File: src/rtl/lsu_pkg.sv
// Shared state encoding, funct3 access codes and request-decode helpers
// for the load/store unit.
package lsu_pkg;

  typedef enum logic [1:0] {
    IDLE  = 2'd0,
    READ  = 2'd1,
    WRITE = 2'd2,
    DONE  = 2'd3
  } lsu_state_t;

  localparam logic [2:0] F3_B  = 3'b000;
  localparam logic [2:0] F3_H  = 3'b001;
  localparam logic [2:0] F3_W  = 3'b010;
  localparam logic [2:0] F3_BU = 3'b100;
  localparam logic [2:0] F3_HU = 3'b101;

  // Unsigned variants only make sense for loads.
  function automatic logic f3_legal(input logic [2:0] f3, input logic is_store);
    case (f3)
      F3_B, F3_H, F3_W: f3_legal = 1'b1;
      F3_BU, F3_HU:     f3_legal = ~is_store;
      default:          f3_legal = 1'b0;
    endcase
  endfunction

  function automatic logic misaligned(input logic [2:0] f3, input logic [1:0] lo);
    case (f3)
      F3_H, F3_HU: misaligned = lo[0];
      F3_W:        misaligned = (lo != 2'b00);
      default:     misaligned = 1'b0;
    endcase
  endfunction

  // Rounds the address down to the natural boundary of the access size.
  function automatic logic [31:0] align_addr(input logic [2:0] f3, input logic [31:0] a);
    align_addr = a;
    case (f3[1:0])
      2'b01:   align_addr[0]   = 1'b0;
      2'b10:   align_addr[1:0] = 2'b00;
      default: align_addr      = a;
    endcase
  endfunction

endpackage

File: src/rtl/lsu_align.sv
// Byte-lane extraction with sign/zero extension for loads, and
// read-modify-write merge of sub-word store data into a memory word.
module lsu_align
  import lsu_pkg::*;
#(
  parameter int N = 32
) (
  input  logic [N-1:0] word,
  input  logic [1:0]   lane,
  input  logic [2:0]   funct3,
  input  logic [N-1:0] store_val,
  output logic [N-1:0] load_val,
  output logic [N-1:0] merged
);

  logic [7:0]  byte_sel;
  logic [15:0] half_sel;

  always_comb begin
    byte_sel = word[{lane, 3'b000} +: 8];
    half_sel = lane[1] ? word[31:16] : word[15:0];

    case (funct3)
      F3_B:    load_val = {{24{byte_sel[7]}}, byte_sel};
      F3_BU:   load_val = {24'h0, byte_sel};
      F3_H:    load_val = {{16{half_sel[15]}}, half_sel};
      F3_HU:   load_val = {16'h0, half_sel};
      default: load_val = word;
    endcase

    merged = word;
    case (funct3)
      F3_B: merged[{lane, 3'b000} +: 8] = store_val[7:0];
      F3_H: begin
        if (lane[1]) merged[31:16] = store_val[15:0];
        else         merged[15:0]  = store_val[15:0];
      end
      default: merged = store_val;
    endcase
  end

endmodule

File: src/rtl/load_store_unit.sv
// Multi-cycle load/store unit with read-modify-write sub-word stores.
// Define LSU_MISALIGN_TRAP_EN to reject misaligned halfword/word accesses.
module load_store_unit
  import lsu_pkg::*;
#(
  parameter int N = 32
) (
  input  logic         clk,
  input  logic         rst,
  input  logic         start,
  input  logic         isStore,
  input  logic [2:0]   funct3,
  input  logic [N-1:0] addr,
  input  logic [N-1:0] storeData,
  output logic         busy,
  output logic         done,
  output logic [N-1:0] loadData,
  output logic         err,
  output logic [31:0]  memAdr,
  output logic [N-1:0] writeData,
  output logic         memWrite,
  input  logic [N-1:0] readData
);

  lsu_state_t state_reg, state_next;

  logic [N-1:0] addr_reg;
  logic [2:0]   funct3_reg;
  logic         is_store_reg;
  logic [N-1:0] store_data_reg;
  logic         err_reg;
  logic [N-1:0] load_data_reg;
  logic [N-1:0] write_data_reg;

  logic         legal;
  logic [N-1:0] eff_addr;
  logic [N-1:0] load_val;
  logic [N-1:0] merged;

`ifdef LSU_MISALIGN_TRAP_EN
  assign legal    = f3_legal(funct3, isStore) && !misaligned(funct3, addr[1:0]);
  assign eff_addr = addr;
`else
  assign legal    = f3_legal(funct3, isStore);
  assign eff_addr = align_addr(funct3, addr);
`endif

  lsu_align #(.N(N)) u_align (
    .word      (readData),
    .lane      (addr_reg[1:0]),
    .funct3    (funct3_reg),
    .store_val (store_data_reg),
    .load_val  (load_val),
    .merged    (merged)
  );

  always_ff @(posedge clk) begin
    if (rst) state_reg <= IDLE;
    else     state_reg <= state_next;
  end

  always_comb begin
    state_next = state_reg;
    case (state_reg)
      IDLE: begin
        if (start) begin
          if (!legal)                       state_next = DONE;
          else if (isStore && funct3 == F3_W) state_next = WRITE;
          else                              state_next = READ;
        end
      end
      READ:    state_next = is_store_reg ? WRITE : DONE;
      WRITE:   state_next = DONE;
      default: state_next = IDLE;
    endcase
  end

  always_comb begin
    busy      = (state_reg != IDLE);
    done      = (state_reg == DONE);
    memWrite  = (state_reg == WRITE) && !rst;
    err       = done && err_reg;
    loadData  = done ? load_data_reg : '0;
    writeData = write_data_reg;
    memAdr    = busy ? {addr_reg[31:2], 2'b00} : {addr[31:2], 2'b00};
  end

  // Request latching and data capture; merged word becomes the write data.
  always_ff @(posedge clk) begin
    if (rst) begin
      addr_reg       <= '0;
      funct3_reg     <= '0;
      is_store_reg   <= 1'b0;
      store_data_reg <= '0;
      err_reg        <= 1'b0;
      load_data_reg  <= '0;
      write_data_reg <= '0;
    end else if (state_reg == IDLE && start) begin
      addr_reg       <= eff_addr;
      funct3_reg     <= funct3;
      is_store_reg   <= isStore;
      store_data_reg <= storeData;
      err_reg        <= !legal;
      load_data_reg  <= '0;
      if (legal && isStore && funct3 == F3_W) write_data_reg <= storeData;
    end else if (state_reg == READ) begin
      if (is_store_reg) write_data_reg <= merged;
      else              load_data_reg  <= load_val;
    end
  end

endmodule

File: config.mk
export PLATFORM = sky130hd
export DESIGN_NAME = load_store_unit
export DESIGN_NICKNAME = d
export VERILOG_FILES = /design/src/rtl/lsu_pkg.sv /design/src/rtl/lsu_align.sv /design/src/rtl/load_store_unit.sv
export SDC_FILE = /design/constraint.sdc
export NUM_CORES = 1
export LEC_CHECK = 0
export ABC_AREA = 1
export CELL_PAD_IN_SITES_DETAIL_PLACEMENT = 0
export CELL_PAD_IN_SITES_GLOBAL_PLACEMENT = 1
export CORE_MARGIN = 4
export CORE_UTILIZATION = 35
export DETAILED_ROUTE_END_ITERATION = 12
export MAX_ROUTING_LAYER = met4
export PLACE_DENSITY = 0.8
export SYNTH_ARGS = -nofsm -noshare
export SYNTH_HDL_FRONTEND = slang
export SYNTH_HIERARCHICAL = 1
export SYNTH_SLANG_ARGS = --single-unit
export TNS_END_PERCENT = 100
File: constraint.sdc
create_clock -name clk -period 3.7 [get_ports clk]
set_input_delay 1.11 -clock clk [delete_from_list [all_inputs] [get_ports clk]]
set_output_delay 1.11 -clock clk [all_outputs]
set_load 0.05 [all_outputs]
==> summary.md, run 1 <==
| Metric | Value |
|---|---|
| Run status | finished clean |
| CP required | 2590 ps |
| Reg power frac | 25.9% |
| Critical path arrival | 1990 ps |
| Max-slew violations | 0 |
| Peak supply drop | 0.387 mV |
| Core footprint | 22100 µm² |
| RD Place Congestion | 0.871 |
| Clock buffer count from CTS | 17 |
| NetSw | 3.45 mW |
| Die Y | 159 µm |
| Crit path buffers/inverters | 2 |
| Largest stage delay on the critical path | 470 ps |
| First-pass GRT wire length | 43.6 mm |
| Setup-failing EPs final | 0 |
| Die area | 25300 µm² |
| Final Util | 48.5% |
| Worst setup path class | input pin to primary output |
| Antenna violations before repair | 0 |
| WHS Path Cells | 2 |
| Avg Synthesized Cell Area | 6.13 µm² |
| Commonest non-fill, non-tap cells in the layout | 348 x nand2_1, 187 x nor2_1, 143 x o21ai_0, 135 x clkdlybuf4s50_1, 134 x dfxtp_1 |
| Seq/Total Area, Yosys | 33.9% |
| Synth cell types | 34 |
| Crit path capture type | primary output |
| Initial Util | 36.1% |
| Post-CTS setup buffers | 0 |
| Clock tree buffer depth | 2 |
| Comb power frac | 53.4% |
| Mapped cell area | 7980 µm² |
| Setup_tns | 0 ps |
| Clock power frac | 20.7% |
| Normalized max-slew margin | 43.8% |
| CTS root buf | clkbuf_16 |
| Sw Share | 45.6% |
| IO buf count | 200 |
| Area delta synth->final | 34.3% |
| Post-DP HPWL | 19.7 mm |
| DR DRC count | 0 |
| Total gr overflow | 0 |
| Die W | 159 µm |
| Worst path depth | 4 |
| Layout cells sized above 1 | 9.23% |
| Crit-path leading delay family | buffers and inverters |
| H-tree Lvls | 4 |
| Clock skew | 6.61 ps |
| GRT Total Usage | 21.5% |
| Leak Pwr | 4.88 nW |
| Tcrit/Tclk final | 83.9% |
| Antenna cell count | 0 |
| DR pass1 iterations | 5 |
| DR iter-0 viols | 616 |
| Startpoint types | input pin |
| Via count | 8537 |
| Min Tclk post-route | 3100 ps |
| Pwr dens | 705 nW/µm² |
| Vias in the first global route | 8207 |
| Num rows | 54 |
| Max-Cap Viols | 0 |
| Crit path cell chain | clkdlybuf4s50_1, nand2_1, o21ai_0, buf_12 |
| Tightest Pin Transition | 842 ps |
| Avg WL per Cell | 15.2 µm |
| WHS | 446 ps |
| CTS tree | yes |
| Dpl cell area | 10200 µm² |
| RSZ-0062 raised after global routing | no |
| CTS resizes | 0 |
| Slowest CP cell | clkdlybuf4s50_1 |
| Syn Inst Count | 1303 |
| Crit-path max FO | 2 |
| Synth Register Bits | 135 |
| Hold Crit Class | flop to flop |
| Fmax | 0.322 GHz |
| CTS Sinks | 135 |
| Yosys warns | 6 |
| Fin area | 10700 µm² |
| Commonest non-fill, non-tap cell in the layout | nand2_1 |
| DRT antenna net count | 0 |
| Nets | 1565 |
| Worst R2R Path Depth | 9 |
| Hold violation count in the final report | 0 |
| Vias/cell | 4.90 |
| Clk Latency, worst-skew pair | 430 ps |
| Largest net degree at the start of global routing | 66 |
| CTS clock-pin slew for the worst setup and hold paths | 60 ps |
| Post-Route WL | 26.6 mm |
| IO Pins | 203 |
| Hold_buf cts | 0 |
| Internal power | 4.11 mW |
-- cell type report --
type	count	area (µm²)
clock buffers	19	443
clock inverters	13	98.8
fillers	2392	11400
inverters	121	459
multi-input cells	960	4330
flip-flops and latches	135	2700
well taps	280	350
repair buffers	215	2340
-- tightest hold or removal path: cells and delay by family, from the launching register on --
| family | cells | cell delay (ps) |
|---|---|---|
| compound gates | 1 | 50 |
| flops | 1 | 300 |
| buf+inv | 1 | 50 |
-- kinds of logic after synthesis --
family          after synthesis  synth area share (%)
compound gates              271                  17.5
simple gates                675                  34.7
buf+inv                     209                  12.0
other cells                   1                0.0470
flops                       135                  33.9
fa+ha+maj                    12                  1.88
-- layer usage --
metal / vias to the layer above / share of wire (%) / global-route usage, %
li1: 4440 / - / -
met1: 3820 / 47 / 28.9
met2: 250 / 45 / 33.3
met3: 27 / 6.1 / 4.06
met4: 0 / 1.7 / 6.11
met5: - / 0 / -
-- cell usage after synthesis, drive strengths merged --
cell type | count | area share, %
nand4 | 2 | 0.16
clkbuf | 33 | 1.6
a21oi | 95 | 6.0
inv | 120 | 5.7
or2 | 8 | 0.63
o21ai | 166 | 11
nand2 | 351 | 17
o31ai | 2 | 0.19
a31oi | 1 | 0.078
o211ai | 7 | 0.72
nand3 | 122 | 7.7
clkinv | 1 | 0.047
nor3 | 1 | 0.13
nor2 | 190 | 9.3
buf | 55 | 4.7
conb | 1 | 0.047
ha | 12 | 1.9
dfxtp | 135 | 34
and2 | 1 | 0.078
-- power groups by stage --
stage / Clock [mW] / Combinational [mW] / Sequential, mW
global placement: 0 / 4.06 / 1.98
floorplan: 0 / 2.60 / 2.05
CTS: 1.61 / 4.07 / 1.96
global route: 1.66 / 4.45 / 2.00
finish: 1.56 / 4.04 / 1.96
detailed placement: 0 / 4.07 / 1.99
-- through the flow --
step,power [mW],setup WS (ps),cells
after global placement,6.04,604,1711
final,7.56,595,1743
after CTS,7.64,583,1743
after floorplan,4.65,462,1304
after global routing,8.12,432,1743
after detailed placement,6.05,594,1711
-- worst paths after layout --
kind | startpoint | end | slack (ps)
setup reg to reg | addr_reg[1] | writeData[21] | 1380
setup / recovery | addr[16] | memAdr[16] | 600
hold reg to reg | addr_reg[30] | addr_reg[30] | 450
hold / removal | addr_reg[30] | addr_reg[30] | 450
Note: power is estimated with default switching activity, not from simulation.
==> inputs of run 2 (changes only) <==
Settings changed: CORE_UTILIZATION 35 to 31, PLACE_DENSITY 0.8 to 0.75.
Clock period 3.7 ns to 2.6 ns, I/O delays scaled along.
==> run 2 against run 1 <==
Design area up 8.8%; combinational power up 60%; highest routed layer unchanged; largest cell class unchanged; critical path type is now flop to primary output; worst hold slack better by 8.7 ps.
==> summary.md, run 2 (synthesis results as in run 1) <==
| Metric | Value |
|---|---|
| Hold Crit Class | flop to flop |
| First-pass GRT wire length | 44.8 mm |
| Peak supply drop | 0.694 mV |
| Critical path arrival | 1720 ps |
| Fmax | 0.401 GHz |
| CP required | 1820 ps |
| Total gr overflow | 0 |
| Post-Route WL | 29.2 mm |
| Hold violation count in the final report | 0 |
| Clock power frac | 23.2% |
| Dpl cell area | 10800 µm² |
| IO buf count | 200 |
| HP Start | addr_reg[7] |
| Clock buffer count from CTS | 17 |
| Antenna cell count | 0 |
| Met2 WL | 13.0 mm |
| Vias in the first global route | 8069 |
| Largest net degree at the start of global routing | 65 |
| Sw Share | 43.8% |
| Met3 Wirelength | 1.28 mm |
| Area of the multi-input gates | 4450 µm² |
| Clock tree buffer depth | 2 |
| CTS Sinks | 135 |
| Antenna violations before repair | 0 |
| FF-to-FF Start | addr_reg[1] |
| Worst setup path class | flop to primary output |
| CTS clock-pin slew for the worst setup and hold paths | 60 ps |
| DR pass1 iterations | 5 |
| RSZ-0062 raised after global routing | no |
| Max-Cap Viols | 0 |
| Normalized max-slew margin | 48.6% |
| Nets | 1577 |
| WHS | 455 ps |
| Pwr dens | 1030 nW/µm² |
| Min Tclk post-route | 2500 ps |
| Tightest Pin Transition | 770 ps |
| DRT met1 WL | 14.3 mm |
| Internal power | 6.76 mW |
| RD Place Congestion | 0.903 |
| Setup ws final | 105 ps |
| Register area | 2700 µm² |
| Placement Setup Slack | 52.9 ps |
| Run status | finished clean |
| CP startpoint | state_reg[0] |
| Fin area | 11700 µm² |
| Commonest non-fill, non-tap cells in the layout | 348 x nand2_1, 187 x nor2_1, 134 x dfxtp_1, 134 x clkdlybuf4s50_1, 121 x nand3_1 |
| Die Y | 168 µm |
| Inst Count DP | 1771 |
| Uppermost routed layer | met4 |
| Crit path capture type | primary output |
| Die area | 28400 µm² |
| GRT Total Usage | 20.3% |
| DRT antenna net count | 0 |
| Hold_buf cts | 0 |
| IO Pins | 203 |
| Initial Util | 31.6% |
| Crit-path max FO | 31 |
| Startpoint types | flop |
| Layout cells sized above 1 | 12.0% |
| Vias/cell | 4.84 |
| NetSw | 5.26 mW |
| Tcrit/Tclk final | 96.0% |
| Die W | 168 µm |
| Core footprint | 25300 µm² |
| Max-slew violations | 0 |
| Post-CTS setup buffers | 0 |
| DR DRC count | 0 |
| Area delta synth->final | 46.1% |
| Commonest non-fill, non-tap cell in the layout | nand2_1 |
| # fillers | 2676 |
| Avg WL per Cell | 16.2 µm |
| DR iter-0 viols | 608 |
| Via count | 8732 |
| CTS tree | yes |
| Num rows | 58 |
| Clk Latency, worst-skew pair | 420 ps |
| Final std cells w/o fill | 1805 |
| Comb power frac | 53.6% |
| CTS root buf | clkbuf_16 |
| Setup-failing EPs final | 0 |
| Clock skew | 10.8 ps |
| Worst R2R Setup Slack | 210 ps |
| Reg power frac | 23.2% |
| Leak Pwr | 5.18 nW |
| H-tree Lvls | 4 |
| Tot Pwr | 12.0 mW |
| Post-DP HPWL | 21.1 mm |
[run 2: final cells by class]
type | instances | share of cell area, %
Clock buffer | 22 | 4.15
Clock inverter | 10 | 1.63
Inverter | 121 | 3.94
Multi-Input combinational cell | 960 | 38.2
Sequential cell | 135 | 23.2
Tap cell | 330 | 3.54
Timing Repair Buffer | 227 | 25.4
[run 2: power by group through the flow]
stage	Sequential, mW	Combinational, mW	Clock [mW]
detailed placement	2.83	6.06	0
floorplan	2.92	3.71	0
global route	2.84	7.01	2.94
finish	2.79	6.45	2.79
global placement	2.83	6.05	0
CTS	2.79	6.11	2.85
[run 2: worst paths after layout]
| kind | to | cells past startpoint |
|---|---|---|
| setup / recovery | memAdr[7] | 5 |
| hold / removal | addr_reg[7] | 2 |
| setup reg to reg | writeData[22] | 12 |
| hold reg to reg | addr_reg[7] | 2 |
[run 2: repair_timing]
| item | in CTS | in global routing |
|---|---|---|
| gates cloned | 0 | 2 |
| gates resized for setup | 20 | 41 |
| pin swaps | 0 | 0 |
| setup endpoints to repair | 30 | 30 |
[run 2: per-stage QoR]
| stage | utilization, % | TNS, ps |
|---|---|---|
| after floorplan | - | -6060 |
| after global placement | 42.9 | 0 |
| after detailed placement | 42.9 | 0 |
| after CTS | 45.5 | -364 |
| after global routing | 46.2 | 0 |
| final | 46.2 | 0 |
[run 2: metal layers]
| layer | up-vias | track usage [%] |
|---|---|---|
| met5 | - | - |
| met4 | 0 | 6.10 |
| met3 | 31 | 2.78 |
| met2 | 235 | 30.3 |
| met1 | 3992 | 28.5 |
| li1 | 4474 | - |
[run 2: critical path, cell delays in order, from the launching register on]
cell and delay [ps]:
dfxtp_1 390, inv_1 110, ha_4 210, buf_12 180
o21ai_1 230, buf_12 170
